File: src/rtl/rv_fetch_pkg.sv
// Shared definitions for the RVC fetch path.
//   RVC_OPC_FULL : low two opcode bits that mark a 32-bit instruction
//   hw_t         : one 16-bit instruction parcel
//   is_rvc()     : true when a parcel starts a compressed instruction
//   NOP_INS      : canonical addi x0,x0,0, kept for future bubble insertion
package rv_fetch_pkg;

  localparam logic [1:0]  RVC_OPC_FULL = 2'b11;
  localparam logic [31:0] NOP_INS      = 32'h0000_0013;

  typedef logic [15:0] hw_t;

  function automatic logic is_rvc(hw_t hw);
    return hw[1:0] != RVC_OPC_FULL;
  endfunction

endpackage

File: src/rtl/rvc_hw_queue.sv
// Circular halfword FIFO feeding the instruction aligner.
//   clk_i, rst_i       : clock, asynchronous active-high reset
//   clear_i            : drop all contents (wins over push/pop)
//   push_n_i           : number of halfwords to push (0..2), push_hw0_i goes in first
//   pop_n_i            : number of halfwords to pop (0..2) from the head
//   head0_o, head1_o   : oldest and second-oldest entries
//   count_o            : current fill level
module rvc_hw_queue
  import rv_fetch_pkg::*;
#(
  parameter int unsigned Depth = 6,
  localparam int unsigned IdxW = $clog2(Depth),
  localparam int unsigned CntW = $clog2(Depth + 1)
) (
  input  logic            clk_i,
  input  logic            rst_i,
  input  logic            clear_i,
  input  logic [1:0]      push_n_i,
  input  hw_t             push_hw0_i,
  input  hw_t             push_hw1_i,
  input  logic [1:0]      pop_n_i,
  output hw_t             head0_o,
  output hw_t             head1_o,
  output logic [CntW-1:0] count_o
);

  localparam logic [IdxW:0] DepthW = Depth[IdxW:0];

  hw_t             mem_q [Depth];
  logic [IdxW-1:0] wr_ptr_q, wr_ptr_d;
  logic [IdxW-1:0] rd_ptr_q, rd_ptr_d;
  logic [CntW-1:0] count_q, count_d;

  // Pointer advance modulo Depth (Depth need not be a power of two).
  function automatic logic [IdxW-1:0] ptr_add(logic [IdxW-1:0] ptr, logic [1:0] n);
    logic [IdxW:0] sum;
    sum = {1'b0, ptr} + {{(IdxW - 1){1'b0}}, n};
    if (sum >= DepthW) sum = sum - DepthW;
    return sum[IdxW-1:0];
  endfunction

  always_comb begin
    wr_ptr_d = ptr_add(wr_ptr_q, push_n_i);
    rd_ptr_d = ptr_add(rd_ptr_q, pop_n_i);
    count_d  = count_q + CntW'(push_n_i) - CntW'(pop_n_i);
    if (clear_i) begin
      wr_ptr_d = '0;
      rd_ptr_d = '0;
      count_d  = '0;
    end
  end

  always_ff @(posedge clk_i or posedge rst_i) begin
    if (rst_i) begin
      wr_ptr_q <= '0;
      rd_ptr_q <= '0;
      count_q  <= '0;
    end else begin
      wr_ptr_q <= wr_ptr_d;
      rd_ptr_q <= rd_ptr_d;
      count_q  <= count_d;
    end
  end

  // Storage needs no reset; count_q alone defines which entries are live.
  always_ff @(posedge clk_i) begin
    if (!clear_i && push_n_i != 2'd0) mem_q[wr_ptr_q] <= push_hw0_i;
    if (!clear_i && push_n_i == 2'd2) mem_q[ptr_add(wr_ptr_q, 2'd1)] <= push_hw1_i;
  end

  assign head0_o = mem_q[rd_ptr_q];
  assign head1_o = mem_q[ptr_add(rd_ptr_q, 2'd1)];
  assign count_o = count_q;

  no_overflow: assert property (@(posedge clk_i) disable iff (rst_i)
    !clear_i |-> ({1'b0, count_q} + (CntW + 1)'(push_n_i)
                  <= (CntW + 1)'(Depth) + (CntW + 1)'(pop_n_i)));

  no_underflow: assert property (@(posedge clk_i) disable iff (rst_i)
    !clear_i |-> (CntW'(pop_n_i) <= count_q));

endmodule

File: src/rtl/rvc_fetch_aligner.sv
// Fetch aligner between instruction memory and Decode.
// Fetches 32-bit words, splits them into halfwords and presents one aligned
// (possibly compressed) instruction per cycle.
//   clk, Rst                 : clock, asynchronous active-high reset
//   fetch_req/addr/gnt       : word request channel to memory
//   rsp_valid/addr/data      : in-order response channel; mismatched addresses are dropped
//   redirect, redirect_addr  : flush and restart at a new PC
//   stall                    : Decode cannot accept this cycle
//   ins_valid, ins, comp_sig, pres_addr : instruction presented to Decode
module rvc_fetch_aligner
  import rv_fetch_pkg::*;
#(
  parameter int unsigned       DEPTH_HW   = 6,
  parameter int unsigned       ADDR_W     = 32,
  parameter logic [ADDR_W-1:0] RESET_ADDR = '0
) (
  input  logic              clk,
  input  logic              Rst,
  output logic              fetch_req,
  output logic [ADDR_W-1:0] fetch_addr,
  input  logic              fetch_gnt,
  input  logic              rsp_valid,
  input  logic [ADDR_W-1:0] rsp_addr,
  input  logic [31:0]       rsp_data,
  input  logic              redirect,
  input  logic [ADDR_W-1:0] redirect_addr,
  input  logic              stall,
  output logic              ins_valid,
  output logic [31:0]       ins,
  output logic              comp_sig,
  output logic [ADDR_W-1:0] pres_addr
);

  localparam int unsigned CntW = $clog2(DEPTH_HW + 1);
  localparam int unsigned OutW = $clog2(DEPTH_HW / 2 + 1);
  localparam logic [ADDR_W-1:0] HwMask   = ~ADDR_W'(1);
  localparam logic [ADDR_W-1:0] WordMask = ~ADDR_W'(3);

  logic [ADDR_W-1:0] pres_addr_q, pres_addr_d;
  logic [ADDR_W-1:0] fetch_addr_q, fetch_addr_d;
  logic [ADDR_W-1:0] exp_addr_q, exp_addr_d;
  logic              drop_low_q, drop_low_d;
  logic [OutW-1:0]   outstanding_q, outstanding_d;

  hw_t             head0, head1;
  logic [CntW-1:0] hw_count;
  logic            need_two, have_ins, rsp_accept, fetch_fire;
  logic [1:0]      push_n, pop_n;
  hw_t             push_hw0;
  logic [31:0]     free_slots, reserved;

  rvc_hw_queue #(
    .Depth (DEPTH_HW)
  ) u_queue (
    .clk_i      (clk),
    .rst_i      (Rst),
    .clear_i    (redirect),
    .push_n_i   (push_n),
    .push_hw0_i (push_hw0),
    .push_hw1_i (rsp_data[31:16]),
    .pop_n_i    (pop_n),
    .head0_o    (head0),
    .head1_o    (head1),
    .count_o    (hw_count)
  );

  // Each outstanding request may still deliver two halfwords; keep room for them.
  assign free_slots = DEPTH_HW - 32'(hw_count);
  assign reserved   = 32'(outstanding_q) * 32'd2 + 32'd2;
  assign fetch_req  = !redirect && (free_slots >= reserved);
  assign fetch_fire = fetch_req && fetch_gnt;

  assign rsp_accept = rsp_valid && (rsp_addr == exp_addr_q) && !redirect;
  assign push_n     = !rsp_accept ? 2'd0 : (drop_low_q ? 2'd1 : 2'd2);
  // After a redirect into the upper half of a word the low parcel is skipped.
  assign push_hw0   = drop_low_q ? rsp_data[31:16] : rsp_data[15:0];

  assign need_two  = !is_rvc(head0);
  assign have_ins  = need_two ? (hw_count >= CntW'(2)) : (hw_count >= CntW'(1));
  assign ins_valid = have_ins && !redirect;
  assign comp_sig  = ins_valid && !need_two;
  assign ins       = !ins_valid ? 32'h0 : (need_two ? {head1, head0} : {16'h0, head0});
  assign pop_n     = (ins_valid && !stall) ? (need_two ? 2'd2 : 2'd1) : 2'd0;

  always_comb begin
    pres_addr_d   = pres_addr_q;
    fetch_addr_d  = fetch_addr_q;
    exp_addr_d    = exp_addr_q;
    drop_low_d    = drop_low_q;
    outstanding_d = outstanding_q;
    if (redirect) begin
      pres_addr_d   = redirect_addr & HwMask;
      fetch_addr_d  = redirect_addr & WordMask;
      exp_addr_d    = redirect_addr & WordMask;
      drop_low_d    = redirect_addr[1];
      outstanding_d = '0;
    end else begin
      if (pop_n != 2'd0) pres_addr_d = pres_addr_q + (need_two ? ADDR_W'(4) : ADDR_W'(2));
      if (fetch_fire) fetch_addr_d = fetch_addr_q + ADDR_W'(4);
      if (rsp_accept) begin
        exp_addr_d = exp_addr_q + ADDR_W'(4);
        drop_low_d = 1'b0;
      end
      outstanding_d = outstanding_q + OutW'(fetch_fire) - OutW'(rsp_accept);
    end
  end

  always_ff @(posedge clk or posedge Rst) begin
    if (Rst) begin
      pres_addr_q   <= RESET_ADDR;
      fetch_addr_q  <= RESET_ADDR & WordMask;
      exp_addr_q    <= RESET_ADDR & WordMask;
      drop_low_q    <= RESET_ADDR[1];
      outstanding_q <= '0;
    end else begin
      pres_addr_q   <= pres_addr_d;
      fetch_addr_q  <= fetch_addr_d;
      exp_addr_q    <= exp_addr_d;
      drop_low_q    <= drop_low_d;
      outstanding_q <= outstanding_d;
    end
  end

  assign fetch_addr = fetch_addr_q;
  assign pres_addr  = pres_addr_q;

endmodule

File: config.mk
export PLATFORM = sky130hd
export DESIGN_NAME = rvc_fetch_aligner
export DESIGN_NICKNAME = d
export VERILOG_FILES = /design/src/rtl/rv_fetch_pkg.sv /design/src/rtl/rvc_hw_queue.sv /design/src/rtl/rvc_fetch_aligner.sv
export SDC_FILE = /design/constraint.sdc
export NUM_CORES = 1
export LEC_CHECK = 0
export CORE_AREA = 10 10 149 206
export CTS_CLUSTER_SIZE = 30
export DETAILED_ROUTE_END_ITERATION = 7
export DIE_AREA = 0 0 159 216
export MAX_ROUTING_LAYER = met4
export PLACE_DENSITY = 0.74
export SKIP_CTS_REPAIR_TIMING = 1
export SLEW_MARGIN = 10
export SYNTH_ARGS = -nofsm -noshare
export SYNTH_HDL_FRONTEND = slang
export SYNTH_HIERARCHICAL = 1
export SYNTH_SLANG_ARGS = --single-unit
File: constraint.sdc
create_clock -name clk -period 4.3 [get_ports clk]
set_input_delay 0.645 -clock clk [delete_from_list [all_inputs] [get_ports clk]]
set_output_delay 0.645 -clock clk [all_outputs]
set_load 0.03 [all_outputs]
Word level (Yosys, flattened, before mapping)
Memory sizes are Yosys's and may differ from the RTL's.
Index checks and enable logic that the tools add are counted.
Operators by class
  add/sub/neg operators: 17
  $lt $le $gt $ge: 7
  reduce and logical (&&, ||, !) cells: 16
  equal/unequal tests: 3
  multiplexer cells: 30
Operators by type and width (count)
  $mux W32: 8
  $add A32 B3 Y32 const B: 2
  $add A32 B3 Y32: 1
  $eq A32 B32 Y1: 1
  $ge A32 B4 Y1: 1
  $mux W3: 9
  $ge A4 B3 Y1 const B: 4
  $mux W16: 1
  $sub A3 B3 Y3 const B: 4
  $mux W2: 5
  $reduce_bool A2 Y1: 5
  $logic_and A1 B1 Y1: 9
  $add A3 B1 Y4 const B: 2
  $add A3 B2 Y4: 2
  $mux W1: 7
  $add A3 B2 Y4 const B: 1
  $sub A3 B3 Y4 const A: 1
  $add A3 B2 Y3: 1
  $ge A3 B1 Y1 const B: 1
  $ge A3 B2 Y1 const B: 1
  $sub A3 B2 Y3: 1
  $add A2 B1 Y2: 1
  $eq A2 B2 Y1 const B: 1
  $logic_not A1 Y1: 2
  2 further kinds: 2
Word-level totals
  memory bits (writable): 96
  memories kept: 1
  register bits after elaboration: 108
  bits of input ports: 102
Memories
  u_queue.mem_q: depth 6, width 16, rd ports 2, clocked after Yosys merged registers in 0, write ports 2, RTL line rvc_hw_queue.sv:29  | hw_t mem_q [Depth];

Depth between registers and ports, before layout
An unclocked memory read counts as a cell.
  depth in word-level cells: 10
  mapped depth: 17
  gate-level depth less buffers: 14

Modules after synthesis
Netlist, hierarchy kept.
By module, submodules not included
  rvc_hw_queue: area an instance 6657.6 sq um, seq. area each 3108.0 sq um, cells each 493, instances 1
  rvc_fetch_aligner: area an instance 6600.1 sq um, seq. area each 2352.3 sq um, cells each 686, instances 1

Least setup slack after synthesis
No wires, ideal clock.
  kind: input to register
  start point: in rsp_addr[1]
  end point: mem u_queue/mem_q[5][0] in the netlist's numbering, enable pin
  setup slack: -0.148 ns
  path buffers: 1
  stages on the path: 10
  arrival time: 4.037 ns
  setup time: 0.411 ns
  cells stage by stage: or3b_1 nor4_2 nand4_2 or2_1 clkbuf_1 nor2_1 and2_1 nor2_1 or4b_2 o21ai_0
RTL lines
  start: declaration: RTL line rvc_fetch_aligner.sv:23  | input logic [ADDR_W-1:0] rsp_addr,
  end: declaration: RTL line rvc_hw_queue.sv:29

Worst setup path after layout
  start point: reg u_queue.rd_ptr_q[1]
  end point: out ins[30]
Between the ends
  word-level cells in the longest chain between the ends: 6
Ends and longest elaborated chain
  start: declaration: RTL line rvc_hw_queue.sv:31  | logic [IdxW-1:0] rd_ptr_q, rd_ptr_d;
  start signal: assignment: RTL line rvc_hw_queue.sv:60  | rd_ptr_q <= rd_ptr_d;
  $add A3 B1 Y4 *: RTL line rvc_hw_queue.sv:37  | sum = {1'b0, ptr} + {{(IdxW - 1){1'b0}}, n};
  $ge A4 B3 Y1 or $sub A3 B3 Y3 (tied branches): RTL line rvc_hw_queue.sv:38  | if (sum >= DepthW) sum = sum - DepthW;
  $mux W3 *: RTL line rvc_hw_queue.sv:38
  $mem_v2 Z6 W16 *
  via head1[14]: RTL line rvc_fetch_aligner.sv:45  | hw_t head0, head1;
  $mux W32 * (2 in series): RTL line rvc_fetch_aligner.sv:82  | assign ins = !ins_valid ? 32'h0 : (need_two ? {head1, head0} : {16'h0, head0});
  end: declaration: RTL line rvc_fetch_aligner.sv:29  | output logic [31:0] ins,
The timed path passes the listed nets; every way through them passes the cells marked *.

==> reports/metrics.cfg <==
[global_routing]
antenna_found_initial=0
grt.overflow.total=0
grt_pass1_vias=10600
grt_usage_pct=22.6
grt_max_degree=78
grt_pass1_wl_um=60000

[synthesis]
seq_area_frac_synth_pct=41.2
netlist_instances=1179
synth-async-reset-ratio_pct=51.8
synth_area_per_cell_um2=11.2
ys.flop_type=dfrtp_1
ys_types=81
synth_top_area_share_pct=21.7
yosys.area.top_type=edfxtp_1
ys_top_cells_by_area=edfxtp_1 (22%), dfrtp_1 (19%), mux2_2 (9.1%)
ys_ff_latch=199
synth_edf_count=96
yosysWarnings=6
syn_area_um2=13300

[place]
place_congestion=0.912
portBuffers=196
dpl.hpwl_um=28100
place_area_um2=15700
dpl.cell_count=1711

[clock_network]
cts_num_sinks=199
cts-htree-levels=4
cts_root_buf=clkbuf_16
path_clk_slew_ns=0.07
cts_tree=built
insertion_delay_ns=0.45
clk_path_buf_depth=2
cts_made_buffers=17

[power_and_ir_drop]
peakVddDrop_mv=0.333
p_seq_share_pct=41.0
switchingPower_uw=1890
power_frac_clock_pct=27.4
finalPower_uw=5610
p_leak_uw=0.00614
swShare_pct=33.7
pwr-share-comb_pct=31.6
p_int_uw=3720
power_density_nw_per_um2=345

[finish]
area_growth_pct=22.8
drive_gt1_share_pct=21.5
finalInstanceArea_um2=16300
diodes=0
instances_no_fill=1744
nets=1496
finish.utilization_pct=60.9

[die]
coreArea_um2=26700
dieArea_um2=34300
rows=71
ioPinCount=201
start_util_pct=49.6
die_h_um=216
die_w_um=159

[timing]
finalHoldViolations=0
finalSetupViolations=0
rsz0062_at_grt=false
drv_slew=0
worstMarginPinSlew_ns=1.11
finalSetupTns_ns=0
period_share_pct=94.6
min_period_ns=4.07
skew_ns=0.0138
slew_headroom_pct=26.2
fmax_mhz=246

[flow_run]
maxCapViolCount=0

[routing]
first_iter_violations=599
ant_nets=0
firstDrtPassIters=5
routedWlPerCell_um=22.2
postRouteWirelength_um=38700
vias=10300
drcViolationCount=0
routed_via_density=5.90

[setup_path]
cp-endpoint=ins[30]
crit_required_ns=3.65
critPathLaunch=u_queue/rd_ptr_q[1]$_DFF_PP0_
cp_max_fo=17
end_kind=output pin
start_kind=flop
cp.arrival_ns=3.42
rr_endpoint=u_queue/count_o[2]$_DFF_PP0_
crit_type=reg -> out
ff2ff_setup_slack_ns=0.29
reg2regPathDepth=14
r2r_start=u_queue/rd_ptr_q[1]$_DFF_PP0_

[hold_path]
hp-class=in -> async

[status]
outcome=finished, final reports clean

Yosys cell counts (all sizes together), types with 23 or more instances:
library cell,instances
a21oi,42
nor3,29
dfrtp,103
nand3,25
nand2b,25
and3,35
and2,24
nor4,28
nor2b,24
ha,23
nor2,43
xor2,56
buf,28
mux2,139
nand4,29
inv,35
edfxtp,96
mux2i,38
clkbuf,45
nand2,45
a21boi,52
o21ai,25
xnor2,49
registers in the layout, summed over array words and instances (netlist names):
register          count
u_queue/wr_ptr_q      3
u_queue/count_o       3
drop_low_q            1
fetch_addr           30
outstanding_q         2
pres_addr            31
u_queue/rd_ptr_q      3
exp_addr_q           30
u_queue/mem_q        96
worst min path at each step:
stage / cells past startpoint / startpoint / slack [ns] / end
floorplan: 1 / Rst / 0.47 / u_queue/count_o[0]$_DFF_PP0_
global placement: 2 / fetch_addr[20]$_DFFE_PP0P_ / 0.58 / fetch_addr[20]$_DFFE_PP0P_
detailed placement: 2 / pres_addr[17]$_DFFE_PP0N_ / 0.59 / pres_addr[17]$_DFFE_PP0N_
CTS: 2 / Rst / 0.58 / u_queue/count_o[0]$_DFF_PP0_
global route: 2 / Rst / 0.60 / u_queue/count_o[0]$_DFF_PP0_
finish: 2 / Rst / 0.57 / u_queue/count_o[0]$_DFF_PP0_
through the flow:
step / hold WS (ns) / setup WS, ns
3_3_place_gp: 0.583 / 0.156
6_report: 0.573 / 0.232
2_1_floorplan: 0.473 / -0.148
5_1_grt: 0.601 / 0.0295
3_5_place_dp: 0.591 / 0.0534
4_1_cts: 0.582 / -0.359
logic make-up (layout without fill, tap and decap cells):
family	count (synthesis)	count (layout)	synth area share (%)
compound gates	203	203	10.6
xor+xnor	105	105	6.94
fa+ha+maj	28	28	2.93
buf+inv	108	305	3.82
flops	199	199	41.2
mux	193	193	18.2
other cells	1	3	0.0283
simple gates	342	343	16.3
power by group through the flow:
stage / logic (uW) / clock network, uW / registers [uW]
2_1_floorplan: 992 / 0 / 2410
3_3_place_gp: 1710 / 0 / 2330
3_5_place_dp: 1740 / 0 / 2330
4_1_cts: 1760 / 1580 / 2300
5_1_grt: 1920 / 1640 / 2320
6_report: 1770 / 1540 / 2300
cell type report:
| type | count | area, um2 |
|---|---|---|
| Multi-Input combinational cell | 875 | 7350 |
| Inverter | 35 | 134 |
| Tap cell | 365 | 457 |
| Fill cell | 2184 | 10500 |
| Timing Repair Buffer | 238 | 2330 |
| Sequential cell | 199 | 5470 |
| Clock inverter | 9 | 93.8 |
| Clock buffer | 23 | 452 |
layer usage:
layer | part of all wire [%] | global-route usage [%] | routed length (um)
met5 | 0 | - | 0
met4 | 2.2 | 7.49 | 854
met3 | 5.2 | 3.75 | 2010
met2 | 53 | 39.8 | 20700
met1 | 39 | 25.7 | 15200
critical path: stages (launching register included):
cell	delay, ns
dfrtp_2	0.44
buf_8	0.23
inv_1	0.11
ha_1	0.31
inv_1	0.06
a211oi_1	0.27
nor2_1	0.11
buf_4	0.22
a211oi_1	0.26
o22ai_1	0.17
and3_1	0.18
clkdlybuf4s50_1	0.60
cells in the final DEF, fill, tap and decap left out, types with 7 or more instances in the layout:
master / count
a21oi_1: 42
nor4_1: 11
ha_1: 23
nor4_2: 13
o21a_1: 8
nor2b_1: 24
nand4_1: 27
clkdlybuf4s50_1: 177
buf_4: 50
nand2_1: 43
edfxtp_1: 96
o22ai_1: 16
a211oi_1: 17
inv_1: 32
o31a_1: 14
nor3_1: 29
buf_12: 7
a21boi_1: 27
mux2_2: 107
and2_1: 24
nand2b_1: 23
xnor2_1: 49
mux4_2: 16
nand3_1: 23
mux2i_1: 38
clkbuf_16: 17
o21ai_0: 20
dfrtp_1: 101
and4_1: 9
and3_1: 35
mux2_4: 27
nor2_1: 41
a21boi_0: 25
xor2_1: 56
Power figures use the tool's default switching activity.
